===== config.mk =====
export PLATFORM = sky130hd
export DESIGN_NAME = minmax_seq
export DESIGN_NICKNAME = d
export VERILOG_FILES = /design/src/rtl/minmax_pkg.sv /design/src/rtl/sltu.sv /design/src/rtl/minmax_seq.sv
export SDC_FILE = /design/constraint.sdc
export NUM_CORES = 1
export LEC_CHECK = 0
export CELL_PAD_IN_SITES_DETAIL_PLACEMENT = 1
export CELL_PAD_IN_SITES_GLOBAL_PLACEMENT = 1
export CORE_MARGIN = 3
export CORE_UTILIZATION = 39
export DETAILED_ROUTE_END_ITERATION = 10
export PLACE_DENSITY_LB_ADDON = 0.1
export SYNTH_ARGS = -nofsm -noshare
export SYNTH_HDL_FRONTEND = slang
export SYNTH_SLANG_ARGS = --single-unit

===== constraint.sdc =====
create_clock -name clk -period 4.5 [get_ports clk]
set_input_delay 0.45 -clock clk [delete_from_list [all_inputs] [get_ports clk]]
set_output_delay 0.45 -clock clk [all_outputs]
set_load 0.01 [all_outputs]

===== src/rtl/minmax_pkg.sv =====
// rtl/minmax_pkg.sv - shared state encoding and counter saturation helper for minmax_seq
package minmax_pkg;

  typedef enum logic [2:0] {
    S_FIRST,
    S_ACCEPT,
    S_CMP_MIN,
    S_CMP_MAX,
    S_DONE
  } state_t;

  localparam int CNT_W_DEFAULT = 16;

  // All-ones value of a w-bit counter; the top casts it to its own CNT_W.
  function automatic longint unsigned cnt_sat(input int w);
    return (64'd1 << w) - 64'd1;
  endfunction

endpackage


===== src/rtl/sltu.sv =====
// rtl/sltu.sv - N-bit unsigned less-than comparator (lt = a < b)
module sltu #(
  parameter int N = 32
) (
  input  logic [N-1:0] a,
  input  logic [N-1:0] b,
  output logic         lt
);

  assign lt = (a < b);

endmodule


===== src/rtl/minmax_seq.sv =====
// rtl/minmax_seq.sv - streaming unsigned min/max sequencer sharing one sltu comparator
// Optional MINMAX_INDEX_EN adds out_min_idx/out_max_idx (zero-based position of first occurrence).
module minmax_seq
  import minmax_pkg::*;
#(
  parameter int N     = 32,
  parameter int CNT_W = CNT_W_DEFAULT
) (
  input  logic             clk,
  input  logic             rst,
  input  logic             in_valid,
  output logic             in_ready,
  input  logic [N-1:0]     in_data,
  input  logic             in_last,
  output logic             out_valid,
  input  logic             out_ready,
  output logic [N-1:0]     out_min,
  output logic [N-1:0]     out_max,
  output logic [CNT_W-1:0] out_count
`ifdef MINMAX_INDEX_EN
  ,
  output logic [CNT_W-1:0] out_min_idx,
  output logic [CNT_W-1:0] out_max_idx
`endif
);

  localparam logic [CNT_W-1:0] CNT_MAX = CNT_W'(cnt_sat(CNT_W));

  state_t       state;
  logic [N-1:0] hold;
  logic         last_q;
  logic [N-1:0] cmp_a;
  logic [N-1:0] cmp_b;
  logic         lt;

  // Operands depend on state only; outside the compare states the result is ignored.
  always_comb begin
    cmp_a = hold;
    cmp_b = out_min;
    if (state == S_CMP_MAX) begin
      cmp_a = out_max;
      cmp_b = hold;
    end
  end

  sltu #(.N(N)) u_sltu (
    .a  (cmp_a),
    .b  (cmp_b),
    .lt (lt)
  );

  assign in_ready = (state == S_FIRST) || (state == S_ACCEPT);

  always_ff @(posedge clk) begin
    if (rst) begin
      state     <= S_FIRST;
      out_valid <= 1'b0;
      out_min   <= '0;
      out_max   <= '0;
      out_count <= '0;
      hold      <= '0;
      last_q    <= 1'b0;
`ifdef MINMAX_INDEX_EN
      out_min_idx <= '0;
      out_max_idx <= '0;
`endif
    end else begin
      case (state)
        S_FIRST: begin
          if (in_valid) begin
            out_min   <= in_data;
            out_max   <= in_data;
            out_count <= CNT_W'(1);
`ifdef MINMAX_INDEX_EN
            out_min_idx <= '0;
            out_max_idx <= '0;
`endif
            if (in_last) begin
              state     <= S_DONE;
              out_valid <= 1'b1;
            end else begin
              state <= S_ACCEPT;
            end
          end
        end
        S_ACCEPT: begin
          if (in_valid) begin
            hold   <= in_data;
            last_q <= in_last;
            if (out_count != CNT_MAX) out_count <= out_count + 1'b1;
            state  <= S_CMP_MIN;
          end
        end
        // Strict less-than: ties keep the earlier word and its index.
        S_CMP_MIN: begin
          if (lt) begin
            out_min <= hold;
`ifdef MINMAX_INDEX_EN
            out_min_idx <= out_count - 1'b1;
`endif
          end
          state <= S_CMP_MAX;
        end
        S_CMP_MAX: begin
          if (lt) begin
            out_max <= hold;
`ifdef MINMAX_INDEX_EN
            out_max_idx <= out_count - 1'b1;
`endif
          end
          if (last_q) begin
            state     <= S_DONE;
            out_valid <= 1'b1;
          end else begin
            state <= S_ACCEPT;
          end
        end
        S_DONE: begin
          if (out_ready) begin
            state     <= S_FIRST;
            out_valid <= 1'b0;
          end
        end
        default: begin
          state     <= S_FIRST;
          out_valid <= 1'b0;
        end
      endcase
    end
  end

endmodule


==> Word-level counts from Yosys, hierarchy flattened <==
Index checks and enable logic that the tools add are counted.
{ "word_totals": {"register_bits": 117, "wordCells": 56} }
{ "op_classes": {"magnitude_cmp": 1, "mux": 21, "eq_ne": 13, "n_reduce_logical": 12, "bitwise_logic": 1, "addsub": 1} }
{ "ops": {"columns": ["operator", "count"], "rows": [
  ["two-way mux 32 bit", 4],
  ["one-hot mux 32 bit (2 select lines)", 2],
  ["two-way mux 16 bit", 3],
  ["less-than comparator 32 bit", 1],
  ["one-hot mux 16 bit (2 select lines)", 1],
  ["adder 16 x 1 -> 16 bit (second input constant)", 1],
  ["inequality test 16 bit (second input constant)", 1],
  ["two-way mux 3 bit", 5],
  ["one-hot mux 3 bit (5 select lines)", 1],
  ["inequality test 2 bit (second input constant)", 7],
  ["AND reduction 3 bit", 3],
  ["== test 3 x 2 -> 1 bit (second input constant)", 2],
  ["nonzero test 2 bit", 3],
  ["AND reduction 5 bit", 1],
  ["two-way mux 1 bit", 4],
  ["one-hot mux 1 bit (4 select lines)", 1],
  ["AND reduction 4 bit", 1],
  ["== test 3 x 1 -> 1 bit (second input constant)", 1],
  ["== test 3 bit (second input constant)", 1],
  ["zero test 3 bit", 1],
  ["inequality test 2 x 1 -> 1 bit (second input constant)", 1],
  ["AND reduction 2 bit", 1],
  ["OR reduction 2 bit", 1],
  ["logical OR 1 bit", 1],
  ["NOT 1 bit", 1]
]} }

==> Logic depth before layout (Yosys ltp) <==
Gate-level depths: netlist (run 1).
{ "depth": {"word_depth": 5, "ltp_mapped": 16} }

==> By module <==
A second synthesis (run 1) with hierarchy kept.
{ "unflattened": {"hier_cells": 897, "hier_area_um2": 6525.0} }
{ "modules_own_cells": {"columns": ["module", "area_per_inst_um2", "cells_each", "n_inst"], "rows": [
  ["minmax_seq", 5726.7, 787, 1],
  ["sltu", 798.3, 110, 1]
]} }

==> Least setup slack after synthesis (run 1) <==
OpenSTA, ideal clock, no wires.
{ "synth_path": {"kind": "flip-flop to flip-flop", "start": "register state[2]", "end": "register out_min[0]", "path_slack_ns": 1.011, "setup_time_ns": 0.122, "arrival_ns": 3.367, "path_buffers": 3, "synth_period_minus_slack_ns": 3.489, "path_stages_with_launch": 15, "required_ns": 4.378, "path_cell_list": "dfxtp_1 -> clkbuf_1 -> inv_1 -> nand3_1 -> clkbuf_1 -> a21oi_1 -> ha_1 -> or4b_1 -> o22ai_1 -> nor4_1 -> o311a_4 -> nor2_8 -> a41oi_4 -> buf_6 -> a221o_1"} }
{ "synth_via": {"elab_chain_len": 5, "word_cells_on_any_way": 11, "classes_between": "1 x order compare; 4 x eq/ne; 3 x mux; 3 x reduce/logical"} }
{ "synth_lines": {"columns": ["item", "line", "source"], "rows": [
  ["from (decl)", "minmax_seq.sv:29", "state_t state;"],
  ["from (signal assigned)", "minmax_seq.sv:56", "state <= S_FIRST;"],
  ["from (signal assigned)", "minmax_seq.sv:79", "state <= S_DONE;"],
  ["from (signal assigned)", "minmax_seq.sv:82", "state <= S_ACCEPT;"],
  ["== test 3 x 2 -> 1 bit", "minmax_seq.sv:40", "if (state == S_CMP_MAX) begin"],
  ["two-way mux 32 bit", "minmax_seq.sv:40", null],
  ["less-than comparator 32 bit", "sltu.sv:10", "assign lt = (a < b);"],
  ["inequality test 2 bit (no source line)", null, null],
  ["AND reduction 3 bit (no source line)", null, null],
  ["to (signal assigned)", "minmax_seq.sv:71", "out_min <= in_data;"],
  ["to (signal assigned)", "minmax_seq.sv:97", "out_min <= hold;"],
  ["to (decl)", "minmax_seq.sv:17", "output logic [N-1:0] out_min,"]
]} }
Parallel ways exist; a longest one is shown, timed or not.
A chain may end at the register's enable or synchronous reset.

==> Worst setup path in the final report (run 1) <==
{ "layout_path": {"start": "register state[1]", "end": "register out_min[12]"} }
The elaborated chain is that of the path after synthesis.

==> results by group, run 1 <==
Outcome
  • Outcome: completed

Floorplan
  • Io pins: 119
  • DIE HEIGHT: 134 um
  • DIE WIDTH: 134 um
  • Initial Util: 40.1%
  • Die area: 18,000 um2
  • Row count: 46
  • Core ar.: 15,900 um2

Placed design
  • Port buffer count: 118
  • HPWL Detailed: 15.2 mm
  • Placer Congestion: 0.839
  • Place WS: 0.316 ns

Clock tree
  • CTS tree: yes
  • Clk buf depth: 2
  • # clock sinks: 117
  • Worst-path clk slew: 0.05 ns
  • Cts repair resizes: 0
  • Hold buffer count at CTS: 0
  • H-tree Lvls: 4
  • Clk root buf: clkbuf_16
  • Worst-skew pair later-pin latency: 0.42 ns
  • Postcts setup bufs: 0
  • Cts bufs inserted: 17

Yosys
  • Post-Synth Adder-Cell Area: 6.26%
  • Post-synth cell types: 46
  • FF+latch count, synth: 117
  • Yosys warnings: 0
  • Async SR Flop Fraction: 0%
  • Post-synthesis sequential area ratio: 36.6%
  • Synth Flop Type: dfxtp_1
  • Mux cell area share after synthesis: 0.157%
  • Post-synthesis simple-gate area fraction: 26.8%
  • Mapped Nets: 889
  • Post-synthesis xor/xnor area fraction: 1.10%
  • Post-synth EDFFs: 0
  • Commonest cells in the netlist: nand2_1 (180), a21oi_1 (121), dfxtp_1 (117)
  • Post-synth top area cell: dfxtp_1
  • Synth Area in Compound Gates: 24.7%
  • Most common cell in the netlist: nand2_1
  • Yosys top cell area share: 36.6%
  • Main combinational cell family by area after synthesis: simple AND/OR/NAND/NOR gates
  • Synth area leaders: dfxtp_1 (37%), nand2_1 (11%), a21oi_1 (9.5%), and2_1 (6.4%), ha_1 (6.3%)
  • Mapped Area: 6390 um2
  • Syn Area/Cell: 7.79 um2
  • Mapped Cells: 820

Setup path
  • Startpoint types: flip-flop
  • CP Data Arrival Time: 4.49 ns
  • CP Class: flip-flop to flip-flop
  • Critical Path Start: state[1]
  • Worst Setup End Kind: flip-flop
  • Req. time, crit path: 4.80 ns
  • Worst reg-to-reg setup slack: 0.31 ns
  • CP max FO: 33
  • Worst R2R End: out_min[12]
  • Worst R2R Start: state[1]
  • Path depth of the worst reg2reg path: 13

Min path
  • Min-Delay Path Depth: 2
  • HP Class: flip-flop to flip-flop
  • Hold EP: last_q
  • Worst Hold Launch: last_q

STA
  • Period utilisation layout: 93.2%
  • Final TNS setup: 0 ns
  • Unrepaired setup endpoints after global routing: false
  • Maximum clock rate: 239 MHz
  • Worst Max-Slew Pin Slew: 0.916 ns
  • Hold Fails Final Rpt: 0
  • Crit path time final: 4.19 ns
  • Slew Limit Headroom: 38.5%
  • Final WS setup: 0.308 ns
  • Final setup viols: 0
  • Max Slew Vio Count: 0
  • Final hold slack: 0.472 ns
  • Clock skew: 0.00703 ns

Layout
  • Fill cells: 1,933
  • N_diodes: 0
  • Layout cell share with drive strength beyond 1: 7.22%
  • Nets: 985
  • Synth-to-layout area growth: 31.7%

Power
  • Peak VDD IR: 0.311 mV
  • Pwr dens: 448 nW/um2
  • Leak: 0.00322 uW

GRT
  • Vias in the first global route: 6,991
  • Gr usage total: 25.4%
  • Gr ovfl total: 0
  • First-pass GRT wire length: 36.7 mm
  • Initial antenna violation count: 0
  • Largest net degree at the start of global routing: 67

Detailed routing
  • Highest metal used: met4
  • Routed wl met3: 1.09 mm
  • Detail Route Antenna Nets: 0
  • Avg WL per Cell: 20.1 um
  • Vias per cell: 5.80
  • Via count: 6,636
  • Met1 wire length: 10.2 mm
  • DRT iter0 DRCs: 367
  • First-pass DRT Iterations: 5
  • DRT Wirelength: 23.0 mm
  • Routed met2 length: 11.3 mm
  • Post-route DRC: 0

Run
  • Maximum capacitance violations: 0
[area by class of cell]
cell class              instances  area, um2  share of cell area (%)
inverters                       4       15.0                   0.178
clock inverters                 8        120                    1.43
well taps                     216        270                    3.21
clock buffers                  23        508                    6.03
multi-input cells             637       3800                    45.2
repair buffers                139       1360                    16.1
flip-flops and latches        117       2340                    27.8
[layout by cell type, fill, tap and decap left out, types with 7 or more instances in the layout]
master           instances
nand2_1                180
a21oi_1                121
dfxtp_1                117
clkdlybuf4s50_1        117
and2_1                  65
o21ai_0                 42
nor2b_1                 35
a221o_1                 32
ha_1                    32
a32oi_1                 31
nor2_1                  19
buf_4                   19
clkbuf_16               17
and3_1                   7
or3_1                    7
[cells by family after synthesis]
kind of cell | Yosys count
fa+ha+maj | 32
simple gates | 352
compound gates | 244
flops | 117
buf+inv | 66
mux | 1
xor+xnor | 8
[routing by layer]
metal	track usage [%]	up-vias
met5	0	-
met4	9.11	0
met3	4.91	37
met2	44.2	189
met1	31.3	3300
li1	-	3110
[critical path, stage by stage, from the launching register on]
cell,delay [ns]
dfxtp_1,0.52
and3b_2,0.49
buf_4,0.31
and2_1,0.19
a21oi_1,0.05
ha_1,0.30
nand3_1,0.14
o22ai_1,0.10
o21a_1,0.21
o311a_4,0.39
nor2_8,0.49
a41oi_4,0.20
buf_4,0.26
a221o_1,0.38
[metrics by stage]
| step | total power (uW) | util (%) | instance area (um2) | std cells |
|---|---|---|---|---|
| after floorplan | 1840 | - | 6390 | 820 |
| after global placement | 2290 | 48.9 | 7790 | 1113 |
| after detailed placement | 2330 | 48.9 | 7790 | 1113 |
| after CTS | 3790 | 52.8 | 8420 | 1144 |
| after global routing | 3930 | 52.8 | 8420 | 1144 |
| final | 3770 | 52.8 | 8420 | 1144 |
[sequential cells by signal, indices dropped and copies added (netlist names)]
| signal | flops |
|---|---|
| state | 3 |
| out_min | 32 |
| out_count | 16 |
| out_valid | 1 |
| hold | 32 |
| last_q | 1 |
| out_max | 32 |
[how the worst max path moves through the flow]
| stage | to | slack, ns | depth (start not counted) |
|---|---|---|---|
| after floorplan | out_min[0] | 1.01 | 14 |
| after global placement | out_min[15] | 0.48 | 13 |
| after detailed placement | out_min[14] | 0.32 | 12 |
| final | out_min[12] | 0.31 | 13 |
| after global routing | out_min[12] | 0.05 | 12 |
| after CTS | out_min[14] | 0.30 | 12 |
[power by group]
| part | internal [uW] | switching [uW] | leakage, uW |
|---|---|---|---|
| combinational | 449 | 613 | 0.00196 |
| clock | 953 | 495 | 0.000307 |
| sequential | 1150 | 110 | 0.000954 |
| total | 2550 | 1220 | 0.00322 |
Power figures use the tool's default switching activity.
==> inputs of run 2 (changes only) <==
Settings changed: CORE_UTILIZATION 39 to 30, SETUP_SLACK_MARGIN set to 0.5.
==> run 2 against run 1 <==
Non-clock buffer count is the same. Register-to-register slack gained 0.47 ns. Flip-flop and latch count is the same. Cell count grew 4.8%. Die area grew 29%. Combinational power is essentially flat. Routed wire length grew 5.1%. Critical path depth shrank 1. Hold slack lost 0.0033 ns. Sequential power is essentially flat. Worst setup slack gained 0.47 ns. Cell area grew 0.58%.
==> results by group, run 2 (same netlist as run 1, synthesis figures left out) <==
STA
  • Max Slew Vio Count: 0
  • Period utilisation layout: 82.8%
  • Unrepaired setup endpoints after global routing: false
  • Worst Max-Slew Pin Slew: 0.977 ns
  • Crit path time final: 3.73 ns
  • Final TNS setup: 0 ns
  • Hold Fails Final Rpt: 0
  • Final setup viols: 0
  • Slew Limit Headroom: 34.3%
  • Maximum clock rate: 268 MHz
  • Clock skew: 0.0125 ns

Min path
  • Worst Hold Launch: last_q
  • Hold EP: last_q
  • Min-Delay Path Depth: 2
  • HP Class: flip-flop to flip-flop

Detailed routing
  • DRT iter0 DRCs: 344
  • Post-route DRC: 0
  • Avg WL per Cell: 20.2 um
  • Vias per cell: 5.44
  • Detail Route Antenna Nets: 0
  • DRT Wirelength: 24.2 mm
  • First-pass DRT Iterations: 5
  • Via count: 6,517

Floorplan
  • Row count: 52
  • Die area: 23,100 um2
  • Initial Util: 31.1%
  • DIE WIDTH: 152 um
  • Core ar.: 20,600 um2
  • Io pins: 119
  • DIE HEIGHT: 152 um

Setup path
  • Startpoint types: flip-flop
  • Most frequent CP cell: a21oi_1
  • Path depth of the worst reg2reg path: 12
  • CP Data Arrival Time: 4.02 ns
  • CP Class: flip-flop to flip-flop
  • Worst reg-to-reg setup slack: 0.77 ns
  • CP delay by family, top: simple AND/OR/NAND/NOR gates
  • Slowest stage delay, CP: 0.50 ns
  • Number of buffers and inverters on the critical path: 2
  • Worst Setup End Kind: flip-flop
  • Worst-path cell chain: and3b_4, buf_4, and2_1, a21oi_1, ha_1, nand3_1, nor4_2, o31ai_1, a21oi_1, and4b_2, buf_12, a221o_1
  • Slowest stage cell, crit path: nor4_2
  • Critical Path Start: state[1]
  • CP max FO: 29
  • Worst R2R End: out_min[31]
  • Worst R2R Start: state[1]
  • Req. time, crit path: 4.79 ns

Power
  • Peak VDD IR: 0.179 mV
  • Leak: 0.00320 uW
  • Pwr dens: 441 nW/um2
  • Overall power: 3730 uW

Clock tree
  • Clk buf depth: 2
  • # clock sinks: 117
  • Cts bufs inserted: 17
  • CTS tree: yes
  • Worst-skew pair later-pin latency: 0.42 ns
  • Hold buffer count at CTS: 0
  • Clk root buf: clkbuf_16
  • Worst-path clk slew: 0.05 ns
  • H-tree Lvls: 4

Outcome
  • Outcome: completed

Layout
  • Synth-to-layout area growth: 32.5%
  • Layout cell share with drive strength beyond 1: 7.53%
  • Largest regs: hold x32, out_max x32, out_min x32
  • Nets: 986
  • N_diodes: 0
  • Commonest cells after routing, fill and taps aside: nand2_1 (179), a21oi_1 (121), clkdlybuf4s50_1 (117)
  • Most common cell after layout, fill and taps aside: nand2_1

GRT
  • Gr ovfl total: 0
  • First-pass GRT wire length: 38.4 mm
  • Vias in the first global route: 7,036
  • Gr usage total: 20.5%
  • Initial antenna violation count: 0
  • Largest net degree at the start of global routing: 67

Run
  • Maximum capacitance violations: 0

Placed design
  • Port buffer count: 118
  • Placer Congestion: 0.810
  • HPWL Detailed: 15.9 mm
## run 2: worst max path at each step
stage                        to  cells after the start
floorplan            out_min[0]                     14
global placement    out_min[23]                     12
detailed placement  out_min[31]                     12
CTS                 out_min[31]                     12
global route        out_max[20]                     12
finish              out_min[31]                     12
## run 2: area by class of cell
type	instances	area (um2)
Clock inverter	10	131
Inverter	4	15.0
Timing Repair Buffer	139	1360
Sequential cell	117	2340
Tap cell	270	338
Multi-Input combinational cell	638	3830
Fill cell	2451	12100
Clock buffer	21	450
## run 2: per-stage QoR
| stage | worst slack (ns) | util [%] | instances | cell area (um2) | hold slack (ns) |
|---|---|---|---|---|---|
| 2_1_floorplan | 1.01 | - | 820 | 6390 | 0.437 |
| 3_3_place_gp | 0.470 | 38.1 | 1166 | 7840 | 0.447 |
| 3_5_place_dp | 0.287 | 38.1 | 1166 | 7840 | 0.463 |
| 4_1_cts | 0.525 | 41.1 | 1197 | 8440 | 0.459 |
| 5_1_grt | 0.518 | 41.2 | 1199 | 8470 | 0.497 |
| 6_report | 0.774 | 41.2 | 1199 | 8470 | 0.468 |
## run 2: report_power, final
part / switching [uW] / total [uW] / leakage [uW] / internal [uW]
Sequential: 111 / 1260 / 0.000955 / 1150
Combinational: 623 / 1090 / 0.00195 / 465
Clock: 503 / 1380 / 0.000286 / 877
## run 2: routing by layer
metal	GRT usage, %	share of wire, %
met1	26.5	46
met3	3.84	4.5
met2	34.4	48
met4	7.41	1.7
met5	0	0
## run 2: worst register-to-register path, cell delays in order (launching register included)
cell and delay [ns]:
dfxtp_2 0.44, and3b_4 0.38, buf_4 0.36, and2_1 0.21, a21oi_1 0.06, ha_1 0.30, nand3_1 0.13, nor4_2 0.50
o31ai_1 0.12, a21oi_1 0.17, and4b_2 0.38, buf_12 0.23, a221o_1 0.32
## run 2: what timing repair did
action	4_1_cts	5_1_grt
resized for setup	4	4
cloned	0	1
buffers inserted	0	1
setup endpoints to repair	64	64
pin swaps	0	2
